===== config.mk =====
export PLATFORM = sky130hd
export DESIGN_NAME = uart_reg_ctrl_flat
export DESIGN_NICKNAME = d
export VERILOG_FILES = /design/src/rtl/uart_pkg.sv /design/src/rtl/uart_reg_ctrl_if.sv /design/src/rtl/uart_baud_gen.sv /design/src/rtl/uart_reg_ctrl.sv /design/src/flat_wrapper.sv
export SDC_FILE = /design/constraint.sdc
export NUM_CORES = 1
export LEC_CHECK = 0
export ABC_AREA = 1
export BUFFER_PORTS_ARGS = -buffer_cell sky130_fd_sc_hd__buf_2
export CORE_UTILIZATION = 44
export DETAILED_ROUTE_END_ITERATION = 8
export PLACE_DENSITY = 0.75
export SETUP_SLACK_MARGIN = 0.02
export SLEW_MARGIN = 10
export SYNTH_ARGS = -nofsm -noshare
export SYNTH_HDL_FRONTEND = slang
export SYNTH_SLANG_ARGS = --single-unit
export TNS_END_PERCENT = 50

===== constraint.sdc =====
create_clock -name PCLK -period 2.5 [get_ports PCLK]
set_clock_uncertainty 0.2 [all_clocks]
set_input_delay 0.5 -clock PCLK [delete_from_list [all_inputs] [get_ports PCLK]]
set_output_delay 0.5 -clock PCLK [all_outputs]
set_load 0.1 [all_outputs]

===== src/rtl/uart_pkg.sv =====
// rtl/uart_pkg.sv - register map, field positions and TX FSM encoding for the UART register block
package uart_pkg;

    // Register indices on rf_addr
    localparam logic [2:0] CTRL    = 3'd0;
    localparam logic [2:0] STATUS  = 3'd1;
    localparam logic [2:0] TX_DATA = 3'd2;
    localparam logic [2:0] RX_DATA = 3'd3;
    localparam logic [2:0] BAUDIV  = 3'd4;

    // CTRL bit positions
    localparam int CTRL_TX_EN     = 0;
    localparam int CTRL_RX_EN     = 1;
    localparam int CTRL_PAR_EN    = 2;
    localparam int CTRL_PAR_ODD   = 3;
    localparam int CTRL_RX_IRQ_EN = 4;
    localparam int CTRL_TX_IRQ_EN = 5;
    localparam int CTRL_W         = 6;

    // STATUS bit positions
    localparam int STAT_TX_FULL    = 0;
    localparam int STAT_TX_BUSY    = 1;
    localparam int STAT_RX_VALID   = 2;
    localparam int STAT_RX_OVERRUN = 3;
    localparam int STAT_FRAME_ERR  = 4;
    localparam int STAT_TX_DROP    = 5;

    // TX holding register sequencer
    typedef enum logic {
        TX_IDLE  = 1'b0,
        TX_OFFER = 1'b1
    } tx_state_t;

endpackage


===== src/rtl/uart_reg_ctrl_if.sv =====
// rtl/uart_reg_ctrl_if.sv - register-file strobe bus between apb_interface and uart_reg_ctrl
interface uart_reg_ctrl_if #(
    parameter int DATA_W = 32
);
    logic              rf_wr_en;
    logic              rf_rd_en;
    logic [2:0]        rf_addr;
    logic [DATA_W-1:0] rf_wdata;
    logic [DATA_W-1:0] rf_rdata;

    // Bus side (apb_interface)
    modport master (
        output rf_wr_en,
        output rf_rd_en,
        output rf_addr,
        output rf_wdata,
        input  rf_rdata
    );

    // Register file side (uart_reg_ctrl)
    modport slave (
        input  rf_wr_en,
        input  rf_rd_en,
        input  rf_addr,
        input  rf_wdata,
        output rf_rdata
    );
endinterface


===== src/rtl/uart_baud_gen.sv =====
// rtl/uart_baud_gen.sv - baud tick divider, one tick every div+1 enabled cycles
module uart_baud_gen #(
    parameter int BAUD_W = 16
) (
    input  logic              PCLK,
    input  logic              PRESETn,
    input  logic              en,
    input  logic [BAUD_W-1:0] div,
    input  logic              clr,
    output logic              tick
);

    logic [BAUD_W-1:0] cnt_q;

    // Count enabled cycles; registered tick when the count reaches div, then reload to 0
    always_ff @(posedge PCLK or negedge PRESETn) begin
        if (!PRESETn) begin
            cnt_q <= '0;
            tick  <= 1'b0;
        end else if (clr || !en) begin
            cnt_q <= '0;
            tick  <= 1'b0;
        end else if (cnt_q == div) begin
            cnt_q <= '0;
            tick  <= 1'b1;
        end else begin
            cnt_q <= cnt_q + 1'b1;
            tick  <= 1'b0;
        end
    end

endmodule


===== src/rtl/uart_reg_ctrl.sv =====
// rtl/uart_reg_ctrl.sv - UART register file, TX hand-off sequencer, RX capture, baud tick and irq
module uart_reg_ctrl
    import uart_pkg::*;
#(
    parameter int                DATA_W         = 32,
    parameter int                BAUD_W         = 16,
    parameter logic [BAUD_W-1:0] DEFAULT_BAUDIV = BAUD_W'(26)
) (
    input  logic                  PCLK,
    input  logic                  PRESETn,
    uart_reg_ctrl_if.slave        rf,
    output logic [7:0]            tx_data,
    output logic                  tx_valid,
    input  logic                  tx_ready,
    input  logic                  tx_busy,
    input  logic [7:0]            rx_data,
    input  logic                  rx_strobe,
    input  logic                  rx_frame_err,
    output logic                  baud_tick,
    output logic                  ctrl_tx_en,
    output logic                  ctrl_rx_en,
    output logic                  ctrl_par_en,
    output logic                  ctrl_par_odd,
    output logic                  irq
);

    logic [CTRL_W-1:0] ctrl_q;
    logic [BAUD_W-1:0] baudiv_q;
    logic [7:0]        tx_hold_q;
    logic [7:0]        rx_byte_q;
    logic              rx_valid_q;
    logic              rx_overrun_q;
    logic              frame_err_q;
    logic              tx_drop_q;
    tx_state_t         state_q;
    tx_state_t         state_d;
    logic              tx_load;
    logic              tx_drop_set;
    logic              irq_q;
    logic [DATA_W-1:0] rdata_c;

    // Address decode of the write/read strobes
    logic wr_ctrl, wr_status, wr_txdata, wr_baudiv, rd_rxdata;
    assign wr_ctrl   = rf.rf_wr_en && (rf.rf_addr == CTRL);
    assign wr_status = rf.rf_wr_en && (rf.rf_addr == STATUS);
    assign wr_txdata = rf.rf_wr_en && (rf.rf_addr == TX_DATA);
    assign wr_baudiv = rf.rf_wr_en && (rf.rf_addr == BAUDIV);
    assign rd_rxdata = rf.rf_rd_en && (rf.rf_addr == RX_DATA);

    // Upper write-data bits have no home in any register
    logic unused_wdata;
    assign unused_wdata = ^rf.rf_wdata[DATA_W-1:BAUD_W];

    // Write-one-to-clear requests for the sticky STATUS bits
    logic clr_overrun, clr_frame_err, clr_tx_drop;
    assign clr_overrun   = wr_status && rf.rf_wdata[STAT_RX_OVERRUN];
    assign clr_frame_err = wr_status && rf.rf_wdata[STAT_FRAME_ERR];
    assign clr_tx_drop   = wr_status && rf.rf_wdata[STAT_TX_DROP];

    // TX handshake: offer only while a byte is held and the transmitter is enabled
    logic tx_full, tx_hs;
    assign tx_full  = (state_q == TX_OFFER);
    assign tx_valid = tx_full && ctrl_q[CTRL_TX_EN];
    assign tx_data  = tx_hold_q;
    assign tx_hs    = tx_valid && tx_ready;

    // RX capture: a clearing read in the same cycle frees the slot for the new byte
    logic rx_take, rx_capture, rx_overrun_set;
    assign rx_take        = ctrl_q[CTRL_RX_EN] && rx_strobe;
    assign rx_capture     = rx_take && (!rx_valid_q || rd_rxdata);
    assign rx_overrun_set = rx_take && rx_valid_q && !rd_rxdata;

    // CTRL and BAUDIV writable registers
    always_ff @(posedge PCLK or negedge PRESETn) begin
        if (!PRESETn) begin
            ctrl_q   <= '0;
            baudiv_q <= DEFAULT_BAUDIV;
        end else begin
            if (wr_ctrl)   ctrl_q   <= rf.rf_wdata[CTRL_W-1:0];
            if (wr_baudiv) baudiv_q <= rf.rf_wdata[BAUD_W-1:0];
        end
    end

    // TX FSM state register
    always_ff @(posedge PCLK or negedge PRESETn) begin
        if (!PRESETn) state_q <= TX_IDLE;
        else          state_q <= state_d;
    end

    // TX FSM next state: load, drop on a full slot, or release on handshake
    always_comb begin
        state_d     = state_q;
        tx_load     = 1'b0;
        tx_drop_set = 1'b0;
        case (state_q)
            TX_IDLE: begin
                if (wr_txdata) begin
                    tx_load = 1'b1;
                    state_d = TX_OFFER;
                end
            end
            TX_OFFER: begin
                if (wr_txdata && tx_hs) begin
                    tx_load = 1'b1;
                end else if (wr_txdata) begin
                    tx_drop_set = 1'b1;
                end else if (tx_hs) begin
                    state_d = TX_IDLE;
                end
            end
            default: state_d = TX_IDLE;
        endcase
    end

    // TX holding byte, stable while the slot is full
    always_ff @(posedge PCLK or negedge PRESETn) begin
        if (!PRESETn)     tx_hold_q <= '0;
        else if (tx_load) tx_hold_q <= rf.rf_wdata[7:0];
    end

    // RX byte and valid flag
    always_ff @(posedge PCLK or negedge PRESETn) begin
        if (!PRESETn) begin
            rx_byte_q  <= '0;
            rx_valid_q <= 1'b0;
        end else if (rx_capture) begin
            rx_byte_q  <= rx_data;
            rx_valid_q <= 1'b1;
        end else if (rd_rxdata) begin
            rx_valid_q <= 1'b0;
        end
    end

    // Sticky error flags; a new event wins over a same-cycle clear
    always_ff @(posedge PCLK or negedge PRESETn) begin
        if (!PRESETn) begin
            rx_overrun_q <= 1'b0;
            frame_err_q  <= 1'b0;
            tx_drop_q    <= 1'b0;
        end else begin
            if (rx_overrun_set)                  rx_overrun_q <= 1'b1;
            else if (clr_overrun)                rx_overrun_q <= 1'b0;
            if (rx_capture && rx_frame_err)      frame_err_q  <= 1'b1;
            else if (clr_frame_err)              frame_err_q  <= 1'b0;
            if (tx_drop_set)                     tx_drop_q    <= 1'b1;
            else if (clr_tx_drop)                tx_drop_q    <= 1'b0;
        end
    end

    // Registered interrupt from enabled sources and any sticky error
    always_ff @(posedge PCLK or negedge PRESETn) begin
        if (!PRESETn) irq_q <= 1'b0;
        else          irq_q <= (ctrl_q[CTRL_RX_IRQ_EN] && rx_valid_q)
                             || (ctrl_q[CTRL_TX_IRQ_EN] && !tx_full)
                             || rx_overrun_q || frame_err_q || tx_drop_q;
    end
    assign irq = irq_q;

    // Combinational read mux, unused upper bits zero
    always_comb begin
        rdata_c = '0;
        case (rf.rf_addr)
            CTRL:    rdata_c[CTRL_W-1:0] = ctrl_q;
            STATUS:  rdata_c[5:0] = {tx_drop_q, frame_err_q, rx_overrun_q,
                                     rx_valid_q, tx_busy, tx_full};
            TX_DATA: rdata_c[7:0] = tx_hold_q;
            RX_DATA: rdata_c[7:0] = rx_byte_q;
            BAUDIV:  rdata_c[BAUD_W-1:0] = baudiv_q;
            default: rdata_c = '0;
        endcase
    end
    assign rf.rf_rdata = rdata_c;

    assign ctrl_tx_en   = ctrl_q[CTRL_TX_EN];
    assign ctrl_rx_en   = ctrl_q[CTRL_RX_EN];
    assign ctrl_par_en  = ctrl_q[CTRL_PAR_EN];
    assign ctrl_par_odd = ctrl_q[CTRL_PAR_ODD];

    uart_baud_gen #(
        .BAUD_W (BAUD_W)
    ) u_baud_gen (
        .PCLK    (PCLK),
        .PRESETn (PRESETn),
        .en      (ctrl_q[CTRL_TX_EN] || ctrl_q[CTRL_RX_EN]),
        .div     (baudiv_q),
        .clr     (wr_baudiv),
        .tick    (baud_tick)
    );

endmodule


===== src/flat_wrapper.sv =====
// flat-port wrapper written by rule: the top's interface ports become plain ports
module uart_reg_ctrl_flat import uart_pkg::*;
#(
    parameter int                DATA_W         = 32,
    parameter int                BAUD_W         = 16,
    parameter logic [BAUD_W-1:0] DEFAULT_BAUDIV = BAUD_W'(26)
)
  (PCLK, PRESETn, tx_data, tx_valid, tx_ready, tx_busy, rx_data, rx_strobe, rx_frame_err, baud_tick, ctrl_tx_en, ctrl_rx_en, ctrl_par_en, ctrl_par_odd, irq, rf_rf_wr_en, rf_rf_rd_en, rf_rf_addr, rf_rf_wdata, rf_rf_rdata);
  uart_reg_ctrl_if #(.DATA_W(DATA_W)) rf_i ();
  input  logic PCLK;
  input  logic PRESETn;
  output logic [7:0] tx_data;
  output logic tx_valid;
  input  logic tx_ready;
  input  logic tx_busy;
  input  logic [7:0] rx_data;
  input  logic rx_strobe;
  input  logic rx_frame_err;
  output logic baud_tick;
  output logic ctrl_tx_en;
  output logic ctrl_rx_en;
  output logic ctrl_par_en;
  output logic ctrl_par_odd;
  output logic irq;
  input wire logic [$bits(rf_i.rf_wr_en)-1:0] rf_rf_wr_en;
  input wire logic [$bits(rf_i.rf_rd_en)-1:0] rf_rf_rd_en;
  input wire logic [$bits(rf_i.rf_addr)-1:0] rf_rf_addr;
  input wire logic [$bits(rf_i.rf_wdata)-1:0] rf_rf_wdata;
  output wire logic [$bits(rf_i.rf_rdata)-1:0] rf_rf_rdata;
  assign rf_i.rf_wr_en = rf_rf_wr_en;
  assign rf_i.rf_rd_en = rf_rf_rd_en;
  assign rf_i.rf_addr = rf_rf_addr;
  assign rf_i.rf_wdata = rf_rf_wdata;
  assign rf_rf_rdata = rf_i.rf_rdata;
  uart_reg_ctrl #(.DATA_W(DATA_W), .BAUD_W(BAUD_W), .DEFAULT_BAUDIV(DEFAULT_BAUDIV)) u_core (.PCLK(PCLK), .PRESETn(PRESETn), .rf(rf_i), .tx_data(tx_data), .tx_valid(tx_valid), .tx_ready(tx_ready), .tx_busy(tx_busy), .rx_data(rx_data), .rx_strobe(rx_strobe), .rx_frame_err(rx_frame_err), .baud_tick(baud_tick), .ctrl_tx_en(ctrl_tx_en), .ctrl_rx_en(ctrl_rx_en), .ctrl_par_en(ctrl_par_en), .ctrl_par_odd(ctrl_par_odd), .irq(irq));
endmodule

==> results.py <==
metrics = {
    "status": {
        "status": "finished clean",
    },
    "die": {
        "rows": 31,
        "core_area_sq_mm": 0.00733,
        "dieArea_sq_mm": 0.00800,
        "pin_count": 98,
        "initial_core_util_pct": 45.9,
        "die_h_microns": 89.5,
        "die_w_microns": 89.5,
    },
    "clocking": {
        "htreeDepth": 3,
        "insertion_delay_ns": 0.34,
        "path_clk_slew_ns": 0.07,
        "cts_buffers": 9,
        "cts_tree": "yes",
        "cts_buffer_depth": 2,
        "postCtsSetupBuffers": 0,
        "cts_sinks": 61,
        "root_buffer": "clkbuf_8",
    },
    "critical_path": {
        "end_kind": "output port",
        "required_ns": 1.80,
        "startpoint_type": "input pin",
        "path_class": "input pin to output port",
        "arrival_ns": 1.69,
        "crit_fanout": 3,
    },
    "final_layout": {
        "layout-drive-gt1-share_pct": 25.9,
        "diodes": 0,
        "instances_no_fill": 613,
        "seqCellArea_sq_mm": 0.00153,
        "multiInputGateArea_sq_mm": 0.00150,
        "syn_to_final_growth_pct": 26.8,
        "nets": 561,
        "fillers": 681,
        "design_area_sq_mm": 0.00427,
    },
    "timing": {
        "max_freq_mhz": 418,
        "fin_crit_sh_pct": 95.8,
        "final.min_clock_period_ns": 2.39,
        "slew_viol_final": 0,
        "rsz0062_at_grt": "no",
        "finalSetupViolCount": 0,
        "finalHoldViolations": 0,
    },
    "routing": {
        "vias_per_cell": 4.72,
        "routedWlPerCell_microns": 12.9,
        "final_antenna_net_count": 0,
        "drt_iter0_markers": 185,
        "finalWirelength_microns": 7910,
        "firstDrtPassIters": 4,
        "remaining_drc_errors": 0,
        "vias": 2896,
    },
    "logic_synthesis": {
        "syn_inst": 436,
        "ys_ff_latch": 61,
        "synth_top_area_share_pct": 43.1,
        "synth_area_sq_mm": 0.00337,
        "avgSynthCellArea_sq_um": 7.72,
        "yosysUniqueCellTypes": 37,
        "yosysSeqAreaShare_pct": 45.5,
        "synth_top_cell_by_area": "dfrtp_1",
        "synth_area_leaders": "dfrtp_1 (43%), nand2_1 (13%), inv_1 (7.2%)",
        "yosysWarnings": 0,
    },
    "grt": {
        "grt-ovfl-total": 0,
        "grt_usage_pct": 21.8,
        "antenna_found_initial": 0,
        "grt_max_degree": 34,
        "grt_pass1_vias": 2799,
        "grt_first_pass_wirelength_microns": 12900,
    },
    "placement": {
        "placed_cell_area_sq_mm": 0.00406,
        "portBuffers": 65,
        "dp.cells": 596,
        "place_hpwl_microns": 6180,
        "gp_congestion": 0.958,
    },
    "run": {
        "drv_cap": 0,
    },
    "power": {
        "power_per_cell_area_mw_per_mm2": 925,
        "cellLeakagePower_nw": 2.14,
        "finalPower_mw": 3.94,
        "peakVddDrop_mv": 0.693,
    },
    "hold_path": {
        "hold_class": "input pin to flip-flop",
    },
}
synth_stat cells (all sizes together):
| cell | count |
|---|---|
| o22ai | 2 |
| inv | 69 |
| nor2 | 64 |
| xnor2 | 1 |
| nand2 | 122 |
| nor3 | 7 |
| nand3 | 10 |
| nand3b | 1 |
| conb | 1 |
| o221ai | 2 |
| clkbuf | 2 |
| xor2 | 11 |
| buf | 22 |
| or2 | 1 |
| nand4 | 3 |
| dfstp | 3 |
| a22oi | 1 |
| o21ai | 35 |
| o211ai | 2 |
| dfrtp | 58 |
| a21oi | 18 |
| ha | 1 |
final cells by class:
type	count	area share, %
repair buffers	71	14.7
clock inverters	5	1.17
multi-input cells	297	35.2
clock buffers	11	3.31
inverters	69	6.80
flip-flops and latches	61	35.9
well taps	99	2.90
worst max-delay path, stage by stage:
cell and delay (ns):
clkbuf_4 0.19, nor3_4 0.21, inv_1 0.08, o21ai_0 0.28, a21oi_1 0.08, nand3_1 0.16, buf_12 0.20
sequential cells by signal, summed over array words and instances (netlist names), 6 cells and up:
register                 count
u_core.rx_byte_q             8
u_core.u_baud_gen.cnt_q     16
u_core.baudiv_q             16
u_core.tx_data               8
u_core.ctrl_q                6
metrics by stage:
stage / setup TNS (ns) / hold slack, ns / setup WS [ns] / utilization, %
after floorplan: -3.96 / 0.00441 / -0.524 / -
after global placement: 0 / 0.180 / 0.142 / 55.4
after detailed placement: 0 / 0.186 / 0.0978 / 55.4
after CTS: 0 / 0.175 / 0.0847 / 58.2
after global routing: 0 / 0.184 / 0.0538 / 58.2
final: 0 / 0.185 / 0.106 / 58.2
cell usage in the layout (no fill, tap or decap), types with 3 or more instances in the layout:
cell / n
nand2_1: 115
inv_1: 63
dfrtp_1: 58
nor2_1: 52
buf_2: 48
o21ai_0: 22
a21oi_1: 18
buf_12: 17
conb_1: 16
xor2_1: 11
o21ai_2: 10
nor2_2: 10
clkbuf_8: 10
nand3_1: 7
nor3_1: 5
nand2_4: 4
clkinv_2: 4
buf_4: 4
inv_2: 3
nand4_1: 3
nand2_2: 3
dfstp_2: 3
what timing repair did:
| item | 4_1_cts | 5_1_grt |
|---|---|---|
| setup endpoints to repair | 0 | 2 |
| resized for setup | 0 | 2 |
| hold buffers | 1 | 0 |
| endpoints found under the hold margin | 8 | 0 |
cells by family (layout without fill, tap and decap cells):
family | count (synthesis) | count (layout) | share of synthesized area [%]
AO/OA/AOI/OAI | 60 | 60 | 10.6
XOR/XNOR | 12 | 12 | 3.12
adder cells (fa/ha/maj) | 1 | 1 | 0.372
buffers and inverters | 93 | 156 | 12.9
flip-flops | 61 | 61 | 45.5
other | 1 | 16 | 0.111
AND/OR/NAND/NOR | 208 | 208 | 27.4
where the power goes:
group	total [mW]	internal (mW)	switching, mW
clock	0.863	0.481	0.382
sequential	1.40	1.22	0.175
combinational	1.69	0.410	1.28
worst paths after layout:
check / from / to / slack [ns] / cells after the start
worst max register to register: u_core.baudiv_q[3]$_DFFE_PN1P_ / u_core.u_baud_gen.cnt_q[1]$_DFF_PN0_ / 0.77 / 9
worst max-delay path: rf_rf_addr[2] / rf_rf_rdata[1] / 0.11 / 7
max in group asynchronous: PRESETn / u_core.u_baud_gen.cnt_q[5]$_DFF_PN0_ / 1.16 / 3
min in group asynchronous: PRESETn / u_core.tx_data[4]$_DFFE_PN0P_ / 0.36 / 2
worst min-delay path: rf_rf_wdata[4] / u_core.tx_data[4]$_DFFE_PN0P_ / 0.19 / 3
worst min register to register: u_core.rx_byte_q[2]$_DFFE_PN0P_ / u_core.rx_byte_q[2]$_DFFE_PN0P_ / 0.29 / 2
layer usage:
| metal | up-vias | global-route usage, % | wire [microns] |
|---|---|---|---|
| met5 | - | 0 | 0 |
| met4 | 0 | 6.78 | 132 |
| met3 | 11 | 5.63 | 417 |
| met2 | 94 | 38.4 | 3960 |
| met1 | 1340 | 26.2 | 3400 |
| li1 | 1451 | - | - |
Power figures use the tool's default switching activity.
